File: config.mk
export PLATFORM = sky130hd
export DESIGN_NAME = forward_hazard_ctrl
export DESIGN_NICKNAME = d
export VERILOG_FILES = /design/src/rtl/forward_hazard_ctrl.sv
export SDC_FILE = /design/constraint.sdc
export NUM_CORES = 1
export LEC_CHECK = 0
export ABC_CLOCK_PERIOD_IN_PS = 2400
export CAP_MARGIN = 10
export CORE_UTILIZATION = 40
export CTS_CLUSTER_DIAMETER = 200
export DETAILED_ROUTE_END_ITERATION = 8
export GPL_TIMING_DRIVEN = 0
export PLACE_DENSITY = 0.78
export SLEW_MARGIN = 0
export SYNTH_ARGS = -nofsm -noshare
export SYNTH_HDL_FRONTEND = slang
export SYNTH_SLANG_ARGS = --single-unit
File: constraint.sdc
create_clock -name clk -period 2.4 [get_ports clk]
set_input_delay 0.48 -clock clk [delete_from_list [all_inputs] [get_ports clk]]
set_output_delay 0.48 -clock clk [all_outputs]
set_load 0.1 [all_outputs]
File: src/rtl/forward_hazard_ctrl.sv
// Hazard controller for the 5-stage core: EXE/MEM destination trackers, registered forwarding selects,
// load-use stall, mem_wait freeze and branch flush. Define HAZARD_PERF_CNT_EN to add saturating perf counters.
module forward_hazard_ctrl #(
   parameter int REG_ADDR_SIZE = 5,
   parameter int CNT_SIZE      = 32
) (
   input  logic                     clk,
   input  logic                     rst,
   input  logic                     id_valid,
   input  logic [REG_ADDR_SIZE-1:0] id_rs1_addr,
   input  logic [REG_ADDR_SIZE-1:0] id_rs2_addr,
   input  logic                     id_rs1_used,
   input  logic                     id_rs2_used,
   input  logic [REG_ADDR_SIZE-1:0] id_rd_addr,
   input  logic                     id_reg_write,
   input  logic                     id_mem_read,
   input  logic                     exe_branch_taken,
   input  logic                     mem_wait,
   output logic                     rs1_exe_hazard,
   output logic                     rs1_mem_hazard,
   output logic                     rs2_exe_hazard,
   output logic                     rs2_mem_hazard,
   output logic                     stall,
   output logic                     id_exe_bubble,
   output logic                     if_id_flush
`ifdef HAZARD_PERF_CNT_EN
   ,
   output logic [CNT_SIZE-1:0]      stall_cnt,
   output logic [CNT_SIZE-1:0]      fwd_cnt,
   output logic [CNT_SIZE-1:0]      flush_cnt
`endif
);

   localparam logic RUN      = 1'b0;
   localparam logic LU_STALL = 1'b1;

   logic                     state_reg, state_next;
   logic                     exe_valid_reg, exe_we_reg, exe_ld_reg;
   logic [REG_ADDR_SIZE-1:0] exe_rd_reg;
   logic                     mem_valid_reg, mem_we_reg;
   logic [REG_ADDR_SIZE-1:0] mem_rd_reg;
   logic [1:0]               sel_exe_reg, sel_mem_reg;

   logic [REG_ADDR_SIZE-1:0] rs_addr [2];
   logic [1:0]               rs_used;
   logic [1:0]               match_exe, match_mem;
   logic                     load_use, advance, kill;
   logic                     stall_c, bubble_c, flush_c;

   assign rs_addr[0] = id_rs1_addr;
   assign rs_addr[1] = id_rs2_addr;
   assign rs_used    = {id_rs2_used, id_rs1_used};

   generate
      for (genvar gi = 0; gi < 2; gi++) begin : g_match
         assign match_exe[gi] = exe_valid_reg & exe_we_reg & (exe_rd_reg != '0) &
                                (rs_addr[gi] == exe_rd_reg) & rs_used[gi];
         assign match_mem[gi] = mem_valid_reg & mem_we_reg & (mem_rd_reg != '0) &
                                (rs_addr[gi] == mem_rd_reg) & rs_used[gi];
      end
   endgenerate

   // In LU_STALL the EXE slot holds the inserted bubble, so a fresh load-use can only start from RUN.
   assign load_use = id_valid & exe_ld_reg & (|match_exe) & (state_reg == RUN);

   always_comb begin
      stall_c    = 1'b0;
      bubble_c   = 1'b0;
      flush_c    = 1'b0;
      advance    = 1'b0;
      state_next = state_reg;
      if (!rst) begin
         if (mem_wait) begin
            stall_c = 1'b1;
         end else if (exe_branch_taken) begin
            flush_c    = 1'b1;
            bubble_c   = 1'b1;
            advance    = 1'b1;
            state_next = RUN;
         end else if (load_use) begin
            stall_c    = 1'b1;
            bubble_c   = 1'b1;
            advance    = 1'b1;
            state_next = LU_STALL;
         end else begin
            advance    = 1'b1;
            state_next = RUN;
         end
      end
   end

   assign kill = bubble_c | ~id_valid;

   always_ff @(posedge clk) begin
      if (rst) begin
         state_reg     <= RUN;
         exe_valid_reg <= 1'b0;
         exe_we_reg    <= 1'b0;
         exe_ld_reg    <= 1'b0;
         exe_rd_reg    <= '0;
         mem_valid_reg <= 1'b0;
         mem_we_reg    <= 1'b0;
         mem_rd_reg    <= '0;
         sel_exe_reg   <= '0;
         sel_mem_reg   <= '0;
      end else if (advance) begin
         state_reg     <= state_next;
         mem_valid_reg <= exe_valid_reg;
         mem_we_reg    <= exe_we_reg;
         mem_rd_reg    <= exe_rd_reg;
         exe_valid_reg <= ~kill;
         exe_we_reg    <= id_reg_write & ~kill;
         exe_ld_reg    <= id_mem_read & ~kill;
         exe_rd_reg    <= kill ? '0 : id_rd_addr;
         // Newest producer wins: a MEM match is dropped when EXE also writes that register.
         sel_exe_reg   <= kill ? 2'b00 : match_exe;
         sel_mem_reg   <= kill ? 2'b00 : (match_mem & ~match_exe);
      end
   end

   assign rs1_exe_hazard = sel_exe_reg[0];
   assign rs2_exe_hazard = sel_exe_reg[1];
   assign rs1_mem_hazard = sel_mem_reg[0];
   assign rs2_mem_hazard = sel_mem_reg[1];
   assign stall          = stall_c;
   assign id_exe_bubble  = bubble_c;
   assign if_id_flush    = flush_c;

`ifdef HAZARD_PERF_CNT_EN
   localparam logic [CNT_SIZE-1:0] CNT_ONE = {{(CNT_SIZE-1){1'b0}}, 1'b1};

   logic lu_stall_evt, fwd_evt;
   assign lu_stall_evt = advance & (state_next == LU_STALL);
   assign fwd_evt      = advance & ~kill & ((|match_exe) | (|match_mem));

   always_ff @(posedge clk) begin
      if (rst) begin
         stall_cnt <= '0;
         fwd_cnt   <= '0;
         flush_cnt <= '0;
      end else begin
         if (lu_stall_evt && stall_cnt != '1) stall_cnt <= stall_cnt + CNT_ONE;
         if (fwd_evt && fwd_cnt != '1)        fwd_cnt   <= fwd_cnt + CNT_ONE;
         if (flush_c && flush_cnt != '1)      flush_cnt <= flush_cnt + CNT_ONE;
      end
   end
`endif

endmodule

# Word level (Yosys, flattened, before mapping)
# Index checks and enable logic that the tools add are counted.
# totals
word_cells	57
inputBits	24
out_inout_bits	7
ff_bits	20
# op_classes
mux	15
n_eq_ne	4
reduce_logical	4
bitwise_logic	24
# ops
operator	n
equality test 5 bit	4
AND 1 bit	17
2-to-1 mux 1 bit	12
nonzero test 5 bit	2
2-to-1 mux 5 bit	1
2-to-1 mux 2 bit	2
NOT 1 bit	4
AND 2 bit	1
NOT 2 bit	1
AND reduction 2 bit	1
OR reduction 2 bit	1
OR 1 bit	1

# Logic depth before layout (Yosys ltp)
# Gate-level depths: netlist (run 1).
# logic_depth
word_depth	14
ltp_mapped	6

# Worst setup path after synthesis (run 1)
# No wires, ideal clock.
# synth_path
path_kind	input port to output port
from	in id_rs2_addr[2]
to	out id_exe_bubble
setup_slack_ns	-1.448
n_path_buf	1
arrival_ns	3.368
t_required_ns	1.920
stages	6
cell_sequence	xnor2_1 nand4_1 o22ai_1 nand2_1 buf_6 a211oi_1
# synth_between
elab_chain_cells	10
# synth_lines
item	line_no	rtl
start: declaration	11	input logic [REG_ADDR_SIZE-1:0] id_rs2_addr,
equality test 5 bit	57	(rs_addr[gi] == exe_rd_reg) & rs_used[gi];
AND 1 bit	56	assign match_exe[gi] = exe_valid_reg & exe_we_reg & (exe_rd_reg != '0) &
AND 1 bit	57	
OR reduction 2 bit	64	assign load_use = id_valid & exe_ld_reg & (|match_exe) & (state_reg == RUN);
AND 1 bit (2 in a row)	64	
2-to-1 mux 1 bit	80	end else if (load_use) begin
2-to-1 mux 1 bit	75	end else if (exe_branch_taken) begin
2-to-1 mux 1 bit	73	if (mem_wait) begin
2-to-1 mux 1 bit	72	if (!rst) begin
end: declaration	24	output logic id_exe_bubble,
# Every way passes these cells.

# Worst setup path in the final report (run 1)
# layout_path
from	in mem_wait
to	out stall
# layout_between
elab_chain_cells	2
# layout_lines
item	line_no	rtl
start: declaration	18	input logic mem_wait,
2-to-1 mux 1 bit	73	
2-to-1 mux 1 bit	72	
end: declaration	23	output logic stall,
# Every way passes these cells.

==> metrics.yaml, run 1 <==
startpoint_type: "input pin"
crit_cells: 6
pwr-share-comb_pct: 18.0
p_int_w: 0.000574
hold_viol: 0
crit_fanout: 10
rsz0062_at_grt: "yes"
die_w_microns: 52.4
syn-num-nets: 130
port_buffers: 30
place_congestion: 0.892
slew_headroom_pct: 35.6
ys_seq_area_share_pct: 39.4
hp-class: "reg2reg"
nets: 174
grt.overflow.total: 0
root_buffer: "clkbuf_4"
timing.final.ws_setup_ns: -0.0955
cpPeakStageDelay_ns: 0.57
synth_flop_cell: "dfxtp_1"
h-tree-depth: 1
peakVddDrop_uv: 604
powerDensity_nw_per_um2: 480
whs_path_depth: 2
postSynthAreaPerCell_sq_um: 9.58
ys_ff_latch: 20
track_usage_pct: 21.8
worst-path-buf-inv: 4
seqPwrFrac_pct: 45.6
vias: 969
synth_edf_count: 0
cts.sinks: 20
clock_latency_ns: 0.30
hold_buffers: 0
tightest_slew_ns: 0.963
crit_path_top_delay_cell: "clkdlybuf4s50_1"
antenna_found_initial: 0
grt_pass1_wl_microns: 4310
finClkSkew_ns: 0.00113
viasPerCell: 5.47
fmax_ghz: 0.401
area_growth_pct: 53.6
switching_share_pct: 23.4
synth_area_sq_um: 1020
drive_gt1_share_pct: 23.5
r2r_cells: 9
grt_pass1_vias: 973
die_height_microns: 52.4
initial_core_util_pct: 44.2
final_util_pct: 67.9
synthCells: 106
yosysWarningCount: 0
firstDrtPassIters: 4
yosysTopAreaCell: "dfxtp_1"
netlist.area_leader.share_pct: 39.4
worstPathArrival_ns: 2.02
drt-initial-drc-count: 11
n_antenna_cell: 0
synth.distinct_cells: 25
required_ns: 1.92
synthArstFlopShare_pct: 0
cap_violations: 0
cts_tree: "done"
dpl_cell_area_sq_um: 1420
final-max-slew-violation-count: 0
routedWlPerCell_microns: 15.0
mostFrequentLayoutCell: "clkdlybuf4s50_1"
cp_top_family: "buffers and inverters"
outcome: "finished, violations left"
cts_buffers: 3
finalSetupViolations: 2
power.switching_w: 0.000175
violations: "negative setup slack"
p_total_w: 0.000749
pwr-share-clk_pct: 36.4
drc_errors: 0
clkTransAtPathRegs_ns: 0.11
ioPinCount: 31
synthTopCellsByArea: "dfxtp_1 39%, xnor2_1 17%, a32o_1 6.9%"
cts.path.max_buffers: 2
p_leak_nw: 0.591
die-area_sq_um: 2750
period_share_pct: 104
mostFrequentLayoutCells: "17 x clkdlybuf4s50_1, 16 x xnor2_1, 16 x dfxtp_1"
dp_hpwl_microns: 1970
core_area_sq_um: 2300
worstSetupEndpointType: "output pin"
min_period_ns: 2.50
timing.setup.tns_ns: -0.176
grt_start_max_net_pins: 13
crit_type: "in2out"
path_cells: "clkdlybuf4s50_1 > nor2b_2 > clkbuf_2 > inv_1 > o31ai_4 > buf_12"
fin_area_sq_um: 1560
wl_microns: 2660
rows: 17
ant_nets: 0
## power groups by stage
stage	logic (W)	clock network [W]	registers, W
finish	0.000135	0.000273	0.000342
global placement	0.000127	0	0.000351
floorplan	0.0000707	0	0.000349
detailed placement	0.000130	0	0.000352
CTS	0.000133	0.000275	0.000342
global route	0.000143	0.000296	0.000343
## synthesized netlist by cell type (2+ instances only)
cell and n:
mux2i_1 7, xnor2_1 20, nor2_1 8, or4_1 2, nand2_1 12, or3_2 2, nand4_1 4, dfxtp_1 20
inv_1 2, o21ai_0 2, o211ai_1 3, nor3_1 3, clkbuf_1 2, nand3b_1 2, a32o_1 7
## metal layers
| layer | up-vias | wire length, microns | global-route usage, % |
|---|---|---|---|
| met4 | 0 | 15 | 5.70 |
| li1 | 476 | - | - |
| met3 | 2 | 107 | 5.51 |
| met1 | 462 | 1130 | 23.9 |
| met5 | - | 0 | 0 |
| met2 | 29 | 1410 | 40.9 |
## path summary, 6_finish.rpt
check | from | endpoint | slack (ns)
max | mem_wait | stall | -0.1
min | sel_mem_reg[1] | sel_mem_reg[1] | 0.45
max reg2reg | exe_rd_reg[1] | sel_mem_reg[1] | 0.38
min reg2reg | sel_mem_reg[1] | sel_mem_reg[1] | 0.45
## cell families (layout without fill, tap and decap cells)
kind of cell    Yosys count  in the layout  share of synthesized area (%)
simple gates             35             35                           18.7
xor+xnor                 20             20                           17.2
flops                    20             20                           39.4
compound gates           18             18                           14.8
mux                       7              7                           6.90
buf+inv                   6             49                           2.96
## cell type report
cell class | instances | area (sq um)
multi-input combinational | 80 | 656
fill | 189 | 737
clock inverter | 1 | 30.0
tap | 28 | 35.0
clock buffer | 3 | 22.5
sequential | 20 | 410
timing repair buffer | 39 | 373
buffer | 4 | 26.3
inverter | 2 | 7.51
## worst min-delay path, stage by stage (launching register included)
cell and delay, ns:
dfxtp_1 0.33, nand2_1 0.05, nand2_1 0.04
## through the flow
step,hold WS (ns),worst slack (ns),cells
floorplan,0.442,-0.0280,106
global placement,0.426,-1.21,164
finish,0.446,-0.0955,177
global route,0.487,-0.202,177
detailed placement,0.434,-1.26,164
CTS,0.450,-0.0848,173
## what timing repair did
item	4_1_cts	5_1_grt
setup endpoints to repair	3	2
pin swaps	4	4
resized for setup	43	1
buffers inserted	5	4
Note: power is estimated with default switching activity, not from simulation.
==> run 2: changes to the inputs <==
--- a/config.mk
+++ b/config.mk
@@ -11,7 +11,9 @@
 export CTS_CLUSTER_DIAMETER = 200
 export DETAILED_ROUTE_END_ITERATION = 8
 export GPL_TIMING_DRIVEN = 0
+export MAX_ROUTING_LAYER = met4
 export PLACE_DENSITY = 0.78
+export SKIP_LAST_GASP = 1
 export SLEW_MARGIN = 0
 export SYNTH_ARGS = -nofsm -noshare
 export SYNTH_HDL_FRONTEND = slang
==> metrics.yaml, run 2 (same netlist as run 1, synthesis figures left out) <==
dp_cells: 164
whs_path_depth: 2
mostFrequentLayoutCells: "17 x clkdlybuf4s50_1, 16 x xnor2_1, 16 x dfxtp_1"
finClkSkew_ns: 0.00167
dp_hpwl_microns: 1970
clock_latency_ns: 0.30
antenna_found_initial: 0
violations: "negative setup slack"
hold_slack_ns: 0.446
min_to: "sel_mem_reg[1]"
ant_nets: 0
final_util_pct: 67.9
routedWlPerCell_microns: 15.2
place_congestion: 0.907
drt-initial-drc-count: 19
firstDrtPassIters: 4
clkTransAtPathRegs_ns: 0.11
grt_start_max_net_pins: 13
p_int_w: 0.000574
tightest_slew_ns: 0.963
final-max-slew-violation-count: 0
rsz0062_at_grt: "yes"
min_period_ns: 2.50
crit_fanout: 10
h-tree-depth: 1
min_from: "sel_mem_reg[1]"
power.switching_w: 0.000176
cts.path.max_buffers: 2
ioPinCount: 31
track_usage_pct: 22.4
final_cells: 177
grt.overflow.total: 0
cts_buffers: 3
startpoint_type: "input pin"
rows: 17
viasPerCell: 5.41
peakVddDrop_uv: 606
nFillCells: 189
multi_input_area_sq_um: 656
timing.final.ws_setup_ns: -0.0984
switching_share_pct: 23.5
port_buffers: 30
powerDensity_nw_per_um2: 481
nets: 174
worstPathArrival_ns: 2.02
drc_errors: 0
outcome: "finished, violations left"
hold_viol: 0
pwr-share-comb_pct: 18.0
root_buffer: "clkbuf_4"
area_growth_pct: 53.6
grt_pass1_wl_microns: 4310
die-area_sq_um: 2750
worstSetupEndpointType: "output pin"
register_area_sq_um: 410
n_antenna_cell: 0
die_w_microns: 52.4
mostFrequentLayoutCell: "clkdlybuf4s50_1"
wl_microns: 2690
pwr-share-clk_pct: 36.5
hp-class: "reg2reg"
period_share_pct: 104
r2r_cells: 9
slew_headroom_pct: 35.6
initial_core_util_pct: 44.2
cts.sinks: 20
p_leak_nw: 0.591
crit_type: "in2out"
core_area_sq_um: 2300
fmax_ghz: 0.400
vias: 958
crit_start: "mem_wait"
drive_gt1_share_pct: 23.5
r2r_slack_ns: 0.38
reg2reg_from: "exe_rd_reg[1]"
finalSetupViolations: 2
rr_endpoint: "sel_mem_reg[1]"
required_ns: 1.92
die_height_microns: 52.4
grt_pass1_vias: 972
seqPwrFrac_pct: 45.6
cap_violations: 0
cts_tree: "done"
## run 2: cell counts in the layout (fill, tap and decap cells not counted)
Identical to the previous run, type by type.
## run 2: routing by layer
layer | vias to the layer above | GRT usage, % | part of all wire, %
li1 | 476 | - | -
met1 | 459 | 24.0 | 43
met2 | 21 | 40.7 | 53
met3 | 2 | 5.51 | 3.3
met4 | 0 | 5.70 | 0.56
met5 | - | - | 0
## run 2: area by class of cell
class	count	area share (%)
sequential	20	26.3
tap	28	2.25
buffer	4	1.68
clock buffer	3	1.44
timing repair buffer	39	23.9
clock inverter	1	1.92
multi-input combinational	80	42.0
inverter	2	0.481
## run 2: how the worst max path moves through the flow
stage | to | slack [ns] | cells after the start
6_report | stall | -0.1 | 6
5_1_grt | id_exe_bubble | -0.20 | 8
4_1_cts | id_exe_bubble | -0.08 | 7
3_5_place_dp | stall | -1.26 | 6
3_3_place_gp | stall | -1.21 | 6
2_1_floorplan | id_exe_bubble | -0.03 | 6
## run 2: metrics by stage
stage               TNS, ns  setup slack (ns)  power, W  instance area (sq um)
floorplan           -0.0417           -0.0280  0.000420                   1080
detailed placement    -3.22             -1.26  0.000481                   1420
finish               -0.182           -0.0984  0.000750                   1560
global placement      -3.14             -1.21  0.000478                   1420
global route         -0.399            -0.204  0.000783                   1560
CTS                  -0.165           -0.0848  0.000749                   1530
## run 2: what timing repair did
item	in CTS	in global routing
endpoints found under the setup margin	3	2
resized for setup	43	1
setup buffers	5	4
pin swaps	4	4
hold buffers	0	0
## run 2: worst max-delay path: stages
cell	delay, ns
clkdlybuf4s50_1	0.57
nor2b_2	0.30
clkbuf_2	0.28
inv_1	0.10
o31ai_4	0.08
buf_12	0.21
## run 2: power by group through the flow
| stage | logic, W | clock network, W | registers, W |
|---|---|---|---|
| floorplan | 0.0000707 | 0 | 0.000349 |
| global placement | 0.000127 | 0 | 0.000351 |
| detailed placement | 0.000130 | 0 | 0.000352 |
| CTS | 0.000133 | 0.000275 | 0.000342 |
| global route | 0.000143 | 0.000297 | 0.000343 |
| finish | 0.000135 | 0.000273 | 0.000342 |
